File: config.mk
export PLATFORM = sky130hd
export DESIGN_NAME = store_sequencer_flat
export DESIGN_NICKNAME = d
export VERILOG_FILES = /design/src/rtl/store_pkg.sv /design/src/rtl/store_sequencer_if.sv /design/src/rtl/store_fifo.sv /design/src/rtl/store_sequencer.sv /design/src/flat_wrapper.sv
export SDC_FILE = /design/constraint.sdc
export NUM_CORES = 1
export LEC_CHECK = 0
export ABC_CLOCK_PERIOD_IN_PS = 4450
export CORE_AREA = 2 2 85 87
export CTS_BUF_LIST = sky130_fd_sc_hd__clkbuf_4
export DETAILED_ROUTE_END_ITERATION = 10
export DIE_AREA = 0 0 87 89
export GPL_ROUTABILITY_DRIVEN = 1
export HOLD_SLACK_MARGIN = 0.1
export PLACE_DENSITY = 0.56
export SYNTH_ARGS = -nofsm -noshare
export SYNTH_HDL_FRONTEND = slang
export SYNTH_SLANG_ARGS = --single-unit
File: constraint.sdc
create_clock -name clock_i -period 4.45 [get_ports clock_i]
set_input_delay 0.445 -clock clock_i [delete_from_list [all_inputs] [get_ports clock_i]]
set_output_delay 0.445 -clock clock_i [all_outputs]
set_load 0.03 [all_outputs]
File: src/rtl/store_pkg.sv
// Shared constants and helpers for the store sequencer slice.
// Contents: ON/OFF flag constants, default word/address widths, constant clog2.
package store_pkg;

  localparam logic ON  = 1'b1;
  localparam logic OFF = 1'b0;

  localparam int unsigned DEF_WORD_SIZE    = 8;
  localparam int unsigned DEF_ADDRESS_SIZE = 4;

  // Ceiling log2, usable in parameter expressions.
  function automatic int unsigned clog2(input int unsigned value);
    int unsigned result;
    result = 0;
    while ((64'd1 << result) < 64'(value)) result = result + 1;
    return result;
  endfunction

endpackage

File: src/rtl/store_sequencer_if.sv
// Strobe capture and memory write port bundle of the store sequencer.
// slave  : sequencer side (takes store/sequence/rewind/w_ready, drives write port and status).
// master : user/memory side (the opposite directions).
interface store_sequencer_if #(
  parameter int unsigned WORD_SIZE    = store_pkg::DEF_WORD_SIZE,
  parameter int unsigned ADDRESS_SIZE = store_pkg::DEF_ADDRESS_SIZE,
  parameter int unsigned FIFO_DEPTH   = 4
) ();

  localparam int unsigned LEVEL_W = store_pkg::clog2(FIFO_DEPTH) + 1;

  logic                    store_i;
  logic [WORD_SIZE-1:0]    sequence_i;
  logic                    rewind_i;
  logic                    w_ready_i;
  logic                    w_en_o;
  logic [ADDRESS_SIZE-1:0] w_addr_o;
  logic [WORD_SIZE-1:0]    w_data_o;
  logic [LEVEL_W-1:0]      level_o;
  logic                    overflow_o;
  logic                    done_o;

  modport slave (
    input  store_i, sequence_i, rewind_i, w_ready_i,
    output w_en_o, w_addr_o, w_data_o, level_o, overflow_o, done_o
  );

  modport master (
    output store_i, sequence_i, rewind_i, w_ready_i,
    input  w_en_o, w_addr_o, w_data_o, level_o, overflow_o, done_o
  );

endinterface

File: src/rtl/store_fifo.sv
// Synchronous FIFO with a registered head word.
// Ports: clk_i, rst_i (sync, active-high), push_i/data_i, pop_i,
//        head_o (registered oldest word), full_o, empty_o, level_o (words held).
module store_fifo import store_pkg::*; #(
  parameter int unsigned WIDTH = 8,
  parameter int unsigned DEPTH = 4
) (
  input  logic                      clk_i,
  input  logic                      rst_i,
  input  logic                      push_i,
  input  logic [WIDTH-1:0]          data_i,
  input  logic                      pop_i,
  output logic [WIDTH-1:0]          head_o,
  output logic                      full_o,
  output logic                      empty_o,
  output logic [clog2(DEPTH):0]     level_o
);

  localparam int unsigned PTR_W = clog2(DEPTH);
  localparam int unsigned LVL_W = PTR_W + 1;

  logic [WIDTH-1:0] mem_q [DEPTH];
  logic [PTR_W-1:0] wr_ptr_q, rd_ptr_q, rd_ptr_d;
  logic [LVL_W-1:0] level_q, level_d;
  logic [WIDTH-1:0] head_q, head_d;
  logic             do_push, do_pop;

  assign full_o  = (level_q == LVL_W'(DEPTH));
  assign empty_o = (level_q == '0);
  assign do_pop  = pop_i & ~empty_o;
  assign do_push = push_i & (~full_o | do_pop);

  // Next head: the word being written lands at the new read slot when the FIFO
  // was empty, or held one word that is popped in the same cycle.
  always_comb begin
    rd_ptr_d = rd_ptr_q + PTR_W'(do_pop);
    level_d  = level_q + LVL_W'(do_push) - LVL_W'(do_pop);
    head_d   = mem_q[rd_ptr_d];
    if (do_push && (wr_ptr_q == rd_ptr_d)) head_d = data_i;
  end

  always_ff @(posedge clk_i) begin
    if (rst_i) begin
      mem_q    <= '{default: '0};
      wr_ptr_q <= '0;
      rd_ptr_q <= '0;
      level_q  <= '0;
      head_q   <= '0;
    end else begin
      if (do_push) mem_q[wr_ptr_q] <= data_i;
      wr_ptr_q <= wr_ptr_q + PTR_W'(do_push);
      rd_ptr_q <= rd_ptr_d;
      level_q  <= level_d;
      head_q   <= head_d;
    end
  end

  assign head_o  = head_q;
  assign level_o = level_q;

endmodule

File: src/rtl/store_sequencer.sv
// Buffered store sequencer: captures a word on each store rising edge into a FIFO
// and drains it to a memory write port at auto-incrementing addresses.
// Ports: clock_i, reset_i (sync, active-high), bus (store_sequencer_if.slave):
//        store_i/sequence_i capture, rewind_i, w_ready_i/w_en_o/w_addr_o/w_data_o
//        write handshake, level_o, overflow_o (sticky), done_o (WRAP=0 end reached).
module store_sequencer import store_pkg::*; #(
  parameter int unsigned WORD_SIZE    = DEF_WORD_SIZE,
  parameter int unsigned ADDRESS_SIZE = DEF_ADDRESS_SIZE,
  parameter int unsigned MEMORY_QTY   = 16,
  parameter int unsigned FIFO_DEPTH   = 4,
  parameter int unsigned WRAP         = 1
) (
  input  logic               clock_i,
  input  logic               reset_i,
  store_sequencer_if.slave   bus
);

  localparam int unsigned LEVEL_W = clog2(FIFO_DEPTH) + 1;
  localparam logic [ADDRESS_SIZE-1:0] LAST_ADDR = ADDRESS_SIZE'(MEMORY_QTY - 1);

  logic                    store_q;
  logic                    armed_q, armed_d;
  logic [ADDRESS_SIZE-1:0] w_addr_q, w_addr_d;
  logic                    done_q, done_d;
  logic                    overflow_q, overflow_d;
  logic                    push, pop, w_en, full, empty;
  logic [WORD_SIZE-1:0]    head;
  logic [LEVEL_W-1:0]      level;

  // armed_q blocks a strobe that is already high when reset releases.
  assign push = bus.store_i & ~store_q & armed_q;
  // w_en depends only on registered state, never on w_ready.
  assign w_en = ~empty & ~done_q;
  assign pop  = w_en & bus.w_ready_i;

  store_fifo #(
    .WIDTH (WORD_SIZE),
    .DEPTH (FIFO_DEPTH)
  ) u_fifo (
    .clk_i   (clock_i),
    .rst_i   (reset_i),
    .push_i  (push),
    .data_i  (bus.sequence_i),
    .pop_i   (pop),
    .head_o  (head),
    .full_o  (full),
    .empty_o (empty),
    .level_o (level)
  );

  // Address counter, end-of-memory flag and overflow flag; rewind overrides increment.
  always_comb begin
    armed_d    = armed_q | ~bus.store_i;
    overflow_d = overflow_q | (push & full & ~pop);
    w_addr_d   = w_addr_q;
    done_d     = done_q;
    if (pop) begin
      if (w_addr_q == LAST_ADDR) begin
        if (WRAP != 0) w_addr_d = '0;
        else           done_d   = ON;
      end else begin
        w_addr_d = w_addr_q + ADDRESS_SIZE'(1);
      end
    end
    if (bus.rewind_i) begin
      w_addr_d = '0;
      done_d   = OFF;
    end
  end

  always_ff @(posedge clock_i) begin
    if (reset_i) begin
      store_q    <= OFF;
      armed_q    <= OFF;
      w_addr_q   <= '0;
      done_q     <= OFF;
      overflow_q <= OFF;
    end else begin
      store_q    <= bus.store_i;
      armed_q    <= armed_d;
      w_addr_q   <= w_addr_d;
      done_q     <= done_d;
      overflow_q <= overflow_d;
    end
  end

  assign bus.w_en_o     = w_en;
  assign bus.w_addr_o   = w_addr_q;
  assign bus.w_data_o   = head;
  assign bus.level_o    = level;
  assign bus.overflow_o = overflow_q;
  assign bus.done_o     = done_q;

endmodule

File: src/flat_wrapper.sv
// flat-port wrapper written by rule: the top's interface ports become plain ports
module store_sequencer_flat import store_pkg::*;
#(
  parameter int unsigned WORD_SIZE    = DEF_WORD_SIZE,
  parameter int unsigned ADDRESS_SIZE = DEF_ADDRESS_SIZE,
  parameter int unsigned MEMORY_QTY   = 16,
  parameter int unsigned FIFO_DEPTH   = 4,
  parameter int unsigned WRAP         = 1
)
  (clock_i, reset_i, bus_store_i, bus_sequence_i, bus_rewind_i, bus_w_ready_i, bus_w_en_o, bus_w_addr_o, bus_w_data_o, bus_level_o, bus_overflow_o, bus_done_o);
  store_sequencer_if #(.WORD_SIZE(WORD_SIZE), .ADDRESS_SIZE(ADDRESS_SIZE), .FIFO_DEPTH(FIFO_DEPTH)) bus_i ();
  input  logic clock_i;
  input  logic reset_i;
  input wire logic [$bits(bus_i.store_i)-1:0] bus_store_i;
  input wire logic [$bits(bus_i.sequence_i)-1:0] bus_sequence_i;
  input wire logic [$bits(bus_i.rewind_i)-1:0] bus_rewind_i;
  input wire logic [$bits(bus_i.w_ready_i)-1:0] bus_w_ready_i;
  output wire logic [$bits(bus_i.w_en_o)-1:0] bus_w_en_o;
  output wire logic [$bits(bus_i.w_addr_o)-1:0] bus_w_addr_o;
  output wire logic [$bits(bus_i.w_data_o)-1:0] bus_w_data_o;
  output wire logic [$bits(bus_i.level_o)-1:0] bus_level_o;
  output wire logic [$bits(bus_i.overflow_o)-1:0] bus_overflow_o;
  output wire logic [$bits(bus_i.done_o)-1:0] bus_done_o;
  assign bus_i.store_i = bus_store_i;
  assign bus_i.sequence_i = bus_sequence_i;
  assign bus_i.rewind_i = bus_rewind_i;
  assign bus_i.w_ready_i = bus_w_ready_i;
  assign bus_w_en_o = bus_i.w_en_o;
  assign bus_w_addr_o = bus_i.w_addr_o;
  assign bus_w_data_o = bus_i.w_data_o;
  assign bus_level_o = bus_i.level_o;
  assign bus_overflow_o = bus_i.overflow_o;
  assign bus_done_o = bus_i.done_o;
  store_sequencer #(.WORD_SIZE(WORD_SIZE), .ADDRESS_SIZE(ADDRESS_SIZE), .MEMORY_QTY(MEMORY_QTY), .FIFO_DEPTH(FIFO_DEPTH), .WRAP(WRAP)) u_core (.clock_i(clock_i), .reset_i(reset_i), .bus(bus_i));
endmodule
==> results.txt <==
The number of placement rows came out at 30. Among all flip-flop cells after synthesis, the most frequent one is sky130_fd_sc_hd__dfxtp_1. For this configuration, the core starts out at a cell density of 0.347. The leftover overflow at the end of global routing is 0.

The total clock buffers created by CTS is 5. TritonCTS built the clock tree. sky130_fd_sc_hd__dfxtp_1 takes more of the synthesized area than any other cell. STA classifies the critical path endpoint as a register. The highest fanout seen on the critical path is 7.

The sequential area share after synthesis came out at 0.464. The repair_antennas step left the layout with diodes totalling 0. For this design the static power due to leakage is 1.05 nW. The pre-CTS setup slack came out at 1.34 ns. The number of enable-type register cells in the synthesized netlist is 0. The post-detailed-routing wire length came out at 4370 microns.

The total iterations of the first detailed-routing run came out at 4. The critical path data required time is 4.70 ns. STA puts the critical path data arrival time at 2.94 ns. By area the synthesized netlist is led by sky130_fd_sc_hd__dfxtp_1, sky130_fd_sc_hd__mux2i_1, sky130_fd_sc_hd__mux4_1. The transition at the pin with the smallest max-transition slack is 0.997 ns.

The worst setup path is launched from an input port. The worst-case setup margin in the final layout came out at 1.76 ns. Derived from the worst setup path, the maximum achievable clock frequency is 372 MHz.

The path class of the lowest-slack min-delay path is reg -> reg. The final weighted congestion of routability-driven global placement is 0.717. The setup total negative slack came out at 0 ns. In this run, the number of DRC markers left after iteration 0 of detailed routing was 21. The number of nets handed over by synthesis was 229. For this run, the slowest stage of the critical path takes 0.72 ns. The number of buffers added on ports came out at 29.

Across the run, the number of max-cap violations was 0. The time the final worst path needs with I/O delays and setup came out at 2.69 ns. The signal on the critical path passes through clkdlybuf4s50_1, nor4b_2, or2_2, ha_1, inv_1, ha_1, fa_1, xnor2_1, xnor2_1, nor2_1. The share of the clock period used by the worst path is 0.605. After the last flow step, the layout net total stands at 257. The number of remaining DRC errors came out at 0. The number of pins exceeding their max-slew limit in the final report came out at 0. The floorplan die height came out at 89 microns. The startpoint identified for the worst hold timing path is u_core.armed_q.

Setup repair after global routing left no endpoint under its margin. Dividing the detail-routed via count by the number of cells gives 4.79. The via count of the first global-routing pass was 1372.

The clock edge transition at the registers on the reported setup and hold paths is 0.16 ns. The wire length of the first global-routing pass came out at 7100 microns. The cell count of the worst reg-to-reg path came out at 9. The clock latency on the worst-skew pair came out at 0.38 ns. The relative area change from synthesis to final layout came out at 18.3%. The worst supply voltage drop on vdd came out at 121 uV.

The horizontal die dimension is 87 microns. The layout cell share with drive strength beyond 1 came out at 0.0795. In this run the remaining antenna-violating nets after routing total 0. During synthesis, Yosys emitted a total of 0 warnings. The number of antenna violations at the first check in global routing is 0. The number of distinct library cells after synthesis is 31.

The number of gates given a new drive strength after cts is 0. Setup violations remaining at the end of the flow were counted as 0. The final count of hold timing violations came out at 0.

The number of filler instances in the final layout is 646. Hold repair after CTS inserted 0 buffers. In this run the worst setup path begins at bus_w_ready_i. The run finished with clean final reports. In the global route stage, overall resource usage came out at 0.121. The die covers 0.00774 sq mm. Clock skew on the completed layout was measured at 0.0168 ns. The detailed-placement wirelength estimate came out at 2850 microns. The cell count after synthesis is 210. The power per unit of standard cell area is 409 mW/mm^2.

The I/O pin count came out at 31. The worst setup path is of the in -> reg kind. Summing over every cut layer, the via total after detailed routing is 1529. In the synthesized netlist the async set-or-reset flop fraction comes to 0. The most common cell in the synthesized netlist is sky130_fd_sc_hd__dfxtp_1.

The root buffer cell chosen for the clock tree is sky130_fd_sc_hd__clkbuf_4. By count the netlist is led by sky130_fd_sc_hd__dfxtp_1, sky130_fd_sc_hd__nor2_1, sky130_fd_sc_hd__mux2i_1. The worst-case clock buffer depth came out at 2.

The routed length per placed instance came out at 13.7 microns. The worst register-to-register path begins at u_core.u_fifo.level_o[2]. The worst max-slew margin expressed relative to the limit is 0.332. The setup fix buffers added after clock tree synthesis is 0.

The number of clock sinks is 54. The mean instance size in the synthesized netlist came out at 11.1 sq um. The combined area of all synthesized cells came out at 0.00233 sq mm. The core area came out at 0.00672 sq mm. Of the post-synthesis cell area, the dominant cell type holds 0.464. Counting instances, the worst hold path has a depth of 2. The core occupancy in the finished layout is 0.410.

The maximum number of pins on one net before global-route repair is 55. The flip-flop and latch count after synthesis came out at 54. The cell at the slowest stage of the critical path is sky130_fd_sc_hd__nor4b_2. The H-tree was split into 2 levels.
cell type report:
type / count / area [sq um] / share of cell area
repair buffers: 32 / 308 / 0.112
well taps: 80 / 100 / 0.0363
multi-input cells: 139 / 1190 / 0.431
clock buffers: 5 / 37.5 / 0.0136
clock inverters: 3 / 20.0 / 0.00726
inverters: 6 / 22.5 / 0.00817
flip-flops and latches: 54 / 1080 / 0.392
cells in the final DEF, fill, tap and decap left out, types with 4 or more instances in the layout:
cell type and instances:
sky130_fd_sc_hd__dfxtp_1 54, sky130_fd_sc_hd__nor2b_1 5, sky130_fd_sc_hd__clkbuf_4 5, sky130_fd_sc_hd__nand2_1 4, sky130_fd_sc_hd__ha_1 5, sky130_fd_sc_hd__nor2_1 44, sky130_fd_sc_hd__inv_1 6, sky130_fd_sc_hd__mux4_1 7
sky130_fd_sc_hd__xnor2_1 4, sky130_fd_sc_hd__mux2i_1 42, sky130_fd_sc_hd__clkdlybuf4s50_1 28
per-layer routing:
metal,track usage,part of all wire
met1,0.164,0.50
met2,0.185,0.45
met3,0.0305,0.031
met4,0.0469,0.017
met5,0,0
sequential cells by signal, indices dropped and copies added (netlist names):
register and flops:
u_core.u_fifo.mem_q 32, u_core.u_fifo.wr_ptr_q 2, u_core.u_fifo.rd_ptr_q 2, u_core.bus.w_addr_o 4, u_core.armed_q 1, u_core.store_q 1
u_core.u_fifo.head_o 8, u_core.u_fifo.level_o 3, u_core.bus.overflow_o 1
worst max-delay path, delay by kind of cell:
family / cells / cell delay [ns]
AND/OR/NAND/NOR: 3 / 1.02
adder cells (fa/ha/maj): 3 / 0.68
buffers and inverters: 2 / 0.50
XOR/XNOR: 2 / 0.31
worst paths after layout:
check	endpoint	slack (ns)
worst max-delay path	u_core.u_fifo.level_o[2]	1.76
worst min-delay path	u_core.armed_q	0.47
worst max register to register	u_core.u_fifo.level_o[2]	1.81
worst min register to register	u_core.armed_q	0.47
stage by stage:
stage               hold WS, ns  instance area [sq um]  power (mW)  instances
floorplan                 0.426                   2330       0.805        210
global placement          0.438                   2700       0.920        311
detailed placement        0.447                   2700       0.921        311
CTS                       0.467                   2760        1.15        319
global route              0.482                   2760        1.19        319
finish                    0.468                   2760        1.13        319
cells by family after synthesis:
logic type,count (synthesis),synth area share
other cells,1,0.00161
fa+ha+maj,6,0.0354
compound gates,8,0.0220
mux,50,0.269
simple gates,66,0.140
flops,54,0.464
xor+xnor,8,0.0365
buf+inv,17,0.0317
power breakdown:
group | switching (mW) | total, mW | internal [mW]
combinational | 0.192 | 0.361 | 0.170
clock | 0.158 | 0.220 | 0.0622
sequential | 0.0302 | 0.545 | 0.515
total | 0.380 | 1.13 | 0.747
No activity file was read; power rests on OpenSTA's default activity.
